==> src/rtl/wb_master_if_pkg.sv <==
// Shared types and helpers for the CPU-side Wishbone initiator.
package wb_master_if_pkg;

  localparam int unsigned WbDataW   = 32;
  localparam int unsigned WbAddrW   = 32;
  localparam int unsigned WbSelW    = 16;
  localparam int unsigned SlaveIdxW = 3;
  localparam int unsigned TimerW    = 8;

  // Encodings are kept stable so waveforms line up with the interconnect docs.
  typedef enum logic [1:0] {
    StIdle      = 2'b00,
    StBusy      = 2'b01,
    StWaitStall = 2'b11
  } wb_state_e;

  // One-hot slave select from the decoded address field.
  function automatic logic [WbSelW-1:0] slave_select(input logic [SlaveIdxW-1:0] idx);
    return WbSelW'(1) << idx;
  endfunction

endpackage

==> src/rtl/wb_master_if.sv <==
// CPU-side Wishbone initiator: turns a single-cycle pipeline request into a bus cycle,
// stalls the pipeline until ack, and aborts on flush or after a bounded wait.
module wb_master_if
  import wb_master_if_pkg::*;
#(
  parameter int unsigned STALL_IDX = 1,
  parameter int unsigned DEC_LSB   = 29,
  parameter int unsigned TIMEOUT   = 255
) (
  input  logic                clk,
  input  logic                rst,
  input  logic                cpu_ce_i,
  input  logic                cpu_we_i,
  input  logic [WbAddrW-1:0]  cpu_addr_i,
  input  logic [WbDataW-1:0]  cpu_data_i,
  output logic [WbDataW-1:0]  cpu_data_o,
  input  logic [5:0]          stall_i,
  input  logic                flush_i,
  output logic                stall_req_o,
  output logic                err_o,
  output logic [WbAddrW-1:0]  wb_addr_o,
  output logic [WbDataW-1:0]  wb_data_o,
  output logic                wb_we_o,
  output logic [WbSelW-1:0]   wb_select_o,
  input  logic [WbDataW-1:0]  wb_data_i,
  input  logic                wb_ack_i
);

  localparam logic [TimerW-1:0] TimerLast = TimerW'(TIMEOUT - 1);

  wb_state_e           state_q, state_d;
  logic [WbAddrW-1:0]  addr_q, addr_d;
  logic [WbDataW-1:0]  wdata_q, wdata_d;
  logic                we_q, we_d;
  logic [WbSelW-1:0]   sel_q, sel_d;
  logic [WbDataW-1:0]  rd_buf_q, rd_buf_d;
  logic [TimerW-1:0]   timer_q, timer_d;
  logic                err_q, err_d;

  logic                pipe_stalled;
  logic                timeout;
  logic [SlaveIdxW-1:0] slave_idx;

  // Only one bit of the stall vector belongs to this port.
  logic unused_stall_bits;
  assign unused_stall_bits = ^stall_i;

  assign pipe_stalled = stall_i[STALL_IDX];
  assign slave_idx    = cpu_addr_i[DEC_LSB+2:DEC_LSB];
  assign timeout      = (state_q == StBusy) && (timer_q == TimerLast);

  // Next-state and registered-output computation for the bus FSM.
  always_comb begin
    state_d  = state_q;
    addr_d   = addr_q;
    wdata_d  = wdata_q;
    we_d     = we_q;
    sel_d    = sel_q;
    rd_buf_d = rd_buf_q;
    timer_d  = timer_q;
    err_d    = 1'b0;

    case (state_q)
      StIdle: begin
        if (cpu_ce_i && !flush_i) begin
          addr_d  = cpu_addr_i;
          wdata_d = cpu_data_i;
          we_d    = cpu_we_i;
          sel_d   = slave_select(slave_idx);
          timer_d = '0;
          state_d = StBusy;
        end
      end

      StBusy: begin
        if (flush_i) begin
          // A write may already have landed at the slave; nothing to undo.
          sel_d   = '0;
          we_d    = 1'b0;
          state_d = StIdle;
        end else if (wb_ack_i) begin
          sel_d    = '0;
          we_d     = 1'b0;
          rd_buf_d = wb_data_i;
          state_d  = pipe_stalled ? StWaitStall : StIdle;
        end else if (timeout) begin
          sel_d    = '0;
          we_d     = 1'b0;
          rd_buf_d = '0;
          err_d    = 1'b1;
          state_d  = StIdle;
        end else begin
          timer_d = timer_q + TimerW'(1);
        end
      end

      StWaitStall: begin
        // Hold the read data until the pipeline can consume it.
        if (flush_i || !pipe_stalled) begin
          state_d = StIdle;
        end
      end

      default: begin
        sel_d   = '0;
        we_d    = 1'b0;
        state_d = StIdle;
      end
    endcase
  end

  // State and bus-side registers with synchronous active-low reset.
  always_ff @(posedge clk) begin
    if (!rst) begin
      state_q  <= StIdle;
      addr_q   <= '0;
      wdata_q  <= '0;
      we_q     <= 1'b0;
      sel_q    <= '0;
      rd_buf_q <= '0;
      timer_q  <= '0;
      err_q    <= 1'b0;
    end else begin
      state_q  <= state_d;
      addr_q   <= addr_d;
      wdata_q  <= wdata_d;
      we_q     <= we_d;
      sel_q    <= sel_d;
      rd_buf_q <= rd_buf_d;
      timer_q  <= timer_d;
      err_q    <= err_d;
    end
  end

  // Pipeline-facing combinational outputs.
  always_comb begin
    stall_req_o = 1'b0;
    cpu_data_o  = '0;
    unique case (state_q)
      StIdle: begin
        stall_req_o = cpu_ce_i && !flush_i;
      end
      StBusy: begin
        stall_req_o = !wb_ack_i && !flush_i && !timeout;
        if (wb_ack_i) begin
          cpu_data_o = wb_data_i;
        end
      end
      StWaitStall: begin
        cpu_data_o = rd_buf_q;
      end
      default: begin
        stall_req_o = 1'b0;
        cpu_data_o  = '0;
      end
    endcase
  end

  assign wb_addr_o   = addr_q;
  assign wb_data_o   = wdata_q;
  assign wb_we_o     = we_q;
  assign wb_select_o = sel_q;
  assign err_o       = err_q;

endmodule
==> config.mk <==
export PLATFORM = sky130hd
export DESIGN_NAME = wb_master_if
export DESIGN_NICKNAME = d
export VERILOG_FILES = /design/src/rtl/wb_master_if_pkg.sv /design/src/rtl/wb_master_if.sv
export SDC_FILE = /design/constraint.sdc
export NUM_CORES = 1
export LEC_CHECK = 0
export ABC_AREA = 1
export CORE_ASPECT_RATIO = 2
export CORE_MARGIN = 10
export CORE_UTILIZATION = 38
export DETAILED_ROUTE_END_ITERATION = 10
export PLACE_DENSITY = 0.74
export SYNTH_ARGS = -nofsm -noshare
export SYNTH_HDL_FRONTEND = slang
export SYNTH_SLANG_ARGS = --single-unit
==> constraint.sdc <==
create_clock -name clk -period 1.5 [get_ports clk]
set_input_delay 0.225 -clock clk [delete_from_list [all_inputs] [get_ports clk]]
set_output_delay 0.225 -clock clk [all_outputs]
set_load 0.01 [all_outputs]
Word level (Yosys, flattened, before mapping)

Index checks and enable logic that the tools add are counted.

Bits of input ports: 108
Register bits: 124
Logic and storage cells: 69
Output and inout bits: 115

Reductions and logical operators: 18
Muxes and demuxes: 28
Shifts and indexed selects: 1
Add/sub/neg operators: 1
Equal/unequal tests: 9
Bitwise operators: 4

Operators by type and width:

| kind                                             | count |
|---|---|
| two-way mux 32 bit                               | 3 |
| two-way mux 16 bit                               | 4 |
| case mux 32 bit (2 select lines)                 | 1 |
| case mux 16 bit (3 select lines)                 | 1 |
| two-way mux 8 bit                                | 4 |
| case mux 8 bit (2 select lines)                  | 1 |
| left shift 1 x 3 -> 16 bit, first input constant | 1 |
| two-way mux 2 bit                                | 6 |
| inequality test 2 bit, second input constant     | 5 |
| AND reduction 3 bit                              | 3 |
| adder 8 x 1 -> 8 bit, second input constant      | 1 |
| == test 8 bit, second input constant             | 1 |
| case mux 2 bit (3 select lines)                  | 1 |
| two-way mux 1 bit                                | 5 |
| AND reduction 5 bit                              | 1 |
| logical AND 1 bit                                | 4 |
| zero test 1 bit                                  | 4 |
| inequality test 4 bit, second input constant     | 1 |
| NOT 1 bit                                        | 4 |
| nonzero test 2 bit                               | 2 |
| OR reduction 4 bit                               | 1 |
| case mux 1 bit (3 select lines)                  | 1 |
| == test 2 x 1 -> 1 bit, second input constant    | 1 |
| == test 2 bit, second input constant             | 1 |
| 4 further kinds                                  | 4 |

Longest topological paths before layout

Word-level depth: 6
Depth in mapped cells: 11
Mapped depth without buffers: 11

Worst setup path before layout

OpenSTA, ideal clock, no wires.

Kind: flip-flop to flip-flop
Start: register timer_q[0]
End: register rd_buf_q[10]
Setup slack: 121 ps
Data arrival time: 1,264 ps
Period minus slack after synthesis: 1,379 ps
Path buffers: 1
Required time: 1,385 ps
Library setup time: 115 ps
Cell stages (with the launch flop): 11
Cell sequence: dfxtp_1 -> inv_1 -> ha_1 -> inv_1 -> nor2_1 -> nand3_2 -> nand2_4 -> buf_2 -> nand3_1 -> nand2_1 -> nor2_1

Cells in the longest elaborated chain, start to end: 4

RTL lines:

| what                                 | RTL line            | RTL |
|---|---|---|
| from (decl)                          | wb_master_if.sv:37  | `logic [TimerW-1:0] timer_q, timer_d;` |
| from (signal assigned)               | wb_master_if.sv:130 | `timer_q <= timer_d;` |
| == test 8 bit                        | wb_master_if.sv:50  | `assign timeout = (state_q == StBusy) && (timer_q == TimerLast);` |
| logical AND 1 bit                    | wb_master_if.sv:50  |  |
| nonzero test 2 bit (no source line)  | --                  |  |
| AND reduction 3 bit (no source line) | --                  |  |
| to (signal assigned)                 | wb_master_if.sv:129 | `rd_buf_q <= rd_buf_d;` |
| to (decl)                            | wb_master_if.sv:36  | `logic [WbDataW-1:0] rd_buf_q, rd_buf_d;` |

Every way passes these cells.
A chain may end at the register's enable or synchronous reset.

Final worst setup path

Start: register state_q[0]
End: register rd_buf_q[13]

Cells in the longest elaborated chain, start to end: 4

RTL lines:

| what                                     | RTL line                               | RTL |
|---|---|---|
| from (decl)                              | wb_master_if.sv:31                     | `wb_state_e state_q, state_d;` |
| from (signal assigned)                   | wb_master_if.sv:115                    | `state_q <= StIdle;` |
| from (signal assigned)                   | wb_master_if.sv:124                    | `state_q <= state_d;` |
| == test 2 x 1 -> 1 bit (*)               | wb_master_if.sv:50, wb_master_if.sv:63 |  |
| logical AND 1 bit                        | wb_master_if.sv:50                     |  |
| nonzero test 2 bit (no source line)      | --                                     |  |
| AND reduction 3 bit (no source line) (*) | --                                     |  |

Mark *: on every way between the ends. The rest lies on a longest branch, timed or not.

==> out/results.tsv <==
metric	value	unit
grt.total_usage	19.5	%
routedWlPerCell	17.0	µm
violations	setup timing	
switching_power	2440	µW
drt_iter0_markers	267	
setup_slack	-0.272	ns
dpl.hpwl	12.4	mm
reg2reg_from	state_q[0]$_SDFFE_PN0P_	
status	finished with violations	
drv_slew	0	
die-width	102	µm
drv_cap	0	
max_freq	564	MHz
pwr-share-comb	17.8	%
finClkSkew	0.00821	ns
min_period	1.77	ns
min_to	timer_q[0]$_SDFFE_PN0P_	
internal_power	6900	µW
fin_setup_tns	-11.53	ns
num_vias	5879	
yosysSeqAreaShare	45.7	%
hold_depth	3	
cts_tree	yes	
fill_cells	1057	
worst_slew_pin_slew	0.583	ns
cts_made_buffers	17	
clock_path_buffers	2	
rows	59	
hold_viol_final	0	
avgViaCountPerCell	4.95	
min_path_type	primary input to flip-flop	
multiInputGateArea	2740	µm²
grt_pass1_vias	5681	
core_area	13100	µm²
synth_cells	744	
h-tree-depth	4	
wl	20.1	mm
r2r_slack	-0.27	ns
swShare	26.1	%
cts_root_buf	clkbuf_16	
rsz0062_at_grt	yes	
ir_drop	0.868	mV
syn-cell-area	5080	µm²
yosys.cell_types.count	25	
powerDensity	1030	nW/µm²
regArea	2330	µm²
dieArea	18700	µm²
yosysWarnings	0	
layout.nets	1132	
die_h	184	µm
crit_fanout	8	
crit_required	1.80	ns
drive_gt1_share	24.7	%
place_congestion	0.800	
worstSetupEndpointType	flip-flop	
seqPwrFrac	35.7	%
criticalPathCategory	flip-flop to flip-flop	
antenna_found_initial	0	
first_pass_iters	5	
cts_hold_buf	0	
clock-sinks	116	
io_buffers	209	
grt_pass1_wl	29.0	mm
grt_max_degree	55	
diodes	0	
overflow	0	
avgSynthCellArea	6.83	µm²
syn2layout_area_growth	79.2	%
drc	0	
p_leak	0.00429	µW
reg2reg_depth	11	
post-route-period-util	118	%
finalSetupViolCount	73	
clock_power_share	46.4	%
clkTransAtPathRegs	0.06	ns
rr_endpoint	rd_buf_q[13]$_SDFFE_PN0P_	
pre_cts_ws	-0.554	ns
hold_start	rst	
ys_seq_elements	116	
antenna_left	0	
critPathArrivalTime	2.07	ns
insertion_delay	0.41	ns
io_pins	223	
max-slew-margin-rel	61.1	%
start_kind	flip-flop	
start_util	38.9	%
## placed cells by master, fill, tap and decap left out, types with 3 or more instances in the layout
master | netlist | layout
dfxtp_2 | 0 | 3
dlygate4sd2_1 | 0 | 73
inv_1 | 49 | 46
clkinv_2 | 0 | 3
nand3_1 | 25 | 19
conb_1 | 1 | 8
bufinv_16 | 0 | 4
nand2_8 | 0 | 6
buf_8 | 0 | 4
nor2_4 | 2 | 5
nand3_2 | 1 | 5
nand2_1 | 138 | 119
o22ai_2 | 0 | 15
inv_6 | 0 | 3
buf_2 | 13 | 32
o21ai_1 | 0 | 21
o21ai_2 | 0 | 11
nor2_1 | 196 | 185
buf_16 | 0 | 4
a21oi_1 | 36 | 34
dfxtp_1 | 116 | 111
clkinv_4 | 0 | 4
clkbuf_16 | 0 | 22
nand2_4 | 2 | 9
clkdlybuf4s50_1 | 0 | 100
nor2_2 | 1 | 9
buf_4 | 13 | 53
buf_12 | 0 | 14
nand2_2 | 6 | 15
buf_6 | 3 | 14
o21ai_0 | 88 | 56
inv_2 | 5 | 4
## kinds of logic (layout without fill, tap and decap cells)
| kind of cell | Yosys count | in the layout | share of synthesized area, % |
|---|---|---|---|
| and+or+nand+nor | 378 | 381 | 29.9 |
| other | 1 | 8 | 0.0738 |
| adders and majority gates | 2 | 2 | 0.492 |
| DFF | 116 | 116 | 45.7 |
| AOI/OAI and AO/OA | 140 | 140 | 14.2 |
| buffers and inverters | 107 | 388 | 9.63 |
## cells in the mapped netlist, drive strengths merged
library cell  number  area (µm²)
a21oi             36         180
buf               33         211
clkbuf            20        75.1
conb               1        3.75
dfxtp            116        2320
ha                 2        25.0
inv               54         203
nand2            146         578
nand3             26         135
nand4              2        12.5
nor2             199         764
nor3               2        10.0
nor3b              1        7.51
o21ai             88         440
o22ai             16         100
or2                2        12.5
## final cells by class
type	instances	share of cell area, %
clock inverter	15	2.24
timing repair buffer	302	32.8
sequential	116	25.6
clock buffer	17	4.67
inverter	54	2.45
multi-input combinational	531	30.1
tap	152	2.09
## critical path, cell delays in order, from the launching register on
cell,delay (ns)
dfxtp_4,0.36
buf_6,0.10
inv_4,0.03
buf_6,0.11
nor2_4,0.21
nand3_4,0.14
nand2_8,0.11
buf_12,0.12
buf_12,0.12
nand2_4,0.10
nor2_1,0.18
nor2_1,0.07
## state kept, by name (all words and copies together), names as in the netlist
signal       count
rd_buf_q        32
wb_addr_o       32
wb_select_o      8
wb_we_o          1
timer_q          8
wb_data_o       32
err_o            1
state_q          2
## power groups by stage
stage | registers (µW) | clock network, µW | logic, µW
2_1_floorplan | 3460 | 0 | 565
3_3_place_gp | 3400 | 0 | 1440
3_5_place_dp | 3400 | 0 | 1450
4_1_cts | 3330 | 4400 | 1520
5_1_grt | 3350 | 4560 | 1810
6_report | 3330 | 4340 | 1670
## stage by stage
stage	instances	total power, µW	hold WS [ns]	utilization, %	cell area (µm²)
after global routing	1187	9730	0.164	69.7	9110
after floorplan	751	4030	0.388	-	5110
after detailed placement	1124	4850	0.459	58.7	7680
final	1187	9340	0.144	69.7	9110
after global placement	1124	4830	0.450	58.7	7680
after CTS	1178	9250	0.137	66.7	8710
## repair_timing
item,CTS,global route
pin swaps,13,25
cloned,8,6
endpoints found under the setup margin,152,147
buffers inserted,15,4
gates resized for setup,317,74
hold endpoints to repair,0,0
## per-layer routing
metal | track usage (%) | share of wire (%) | wire (µm)
met5 | 0 | 0 | 0
met4 | 7.54 | 3.1 | 619
met3 | 4.93 | 6.5 | 1310
met2 | 37.3 | 55 | 11100
met1 | 19.0 | 35 | 7060
## worst max path at each step
| stage | slack (ns) | end | start | cells after the start |
|---|---|---|---|---|
| after global placement | -0.53 | cpu_data_o[25] | wb_ack_i | 5 |
| after detailed placement | -0.55 | cpu_data_o[24] | wb_ack_i | 5 |
| after CTS | -0.15 | stall_req_o | timer_q[0]$_SDFFE_PN0P_ | 8 |
| after global routing | -0.33 | rd_buf_q[13]$_SDFFE_PN0P_ | state_q[0]$_SDFFE_PN0P_ | 11 |
| after floorplan | 0.12 | rd_buf_q[10]$_SDFFE_PN0P_ | timer_q[0]$_SDFFE_PN0P_ | 10 |
| final | -0.27 | rd_buf_q[13]$_SDFFE_PN0P_ | state_q[0]$_SDFFE_PN0P_ | 11 |
Power figures use the tool's default switching activity.
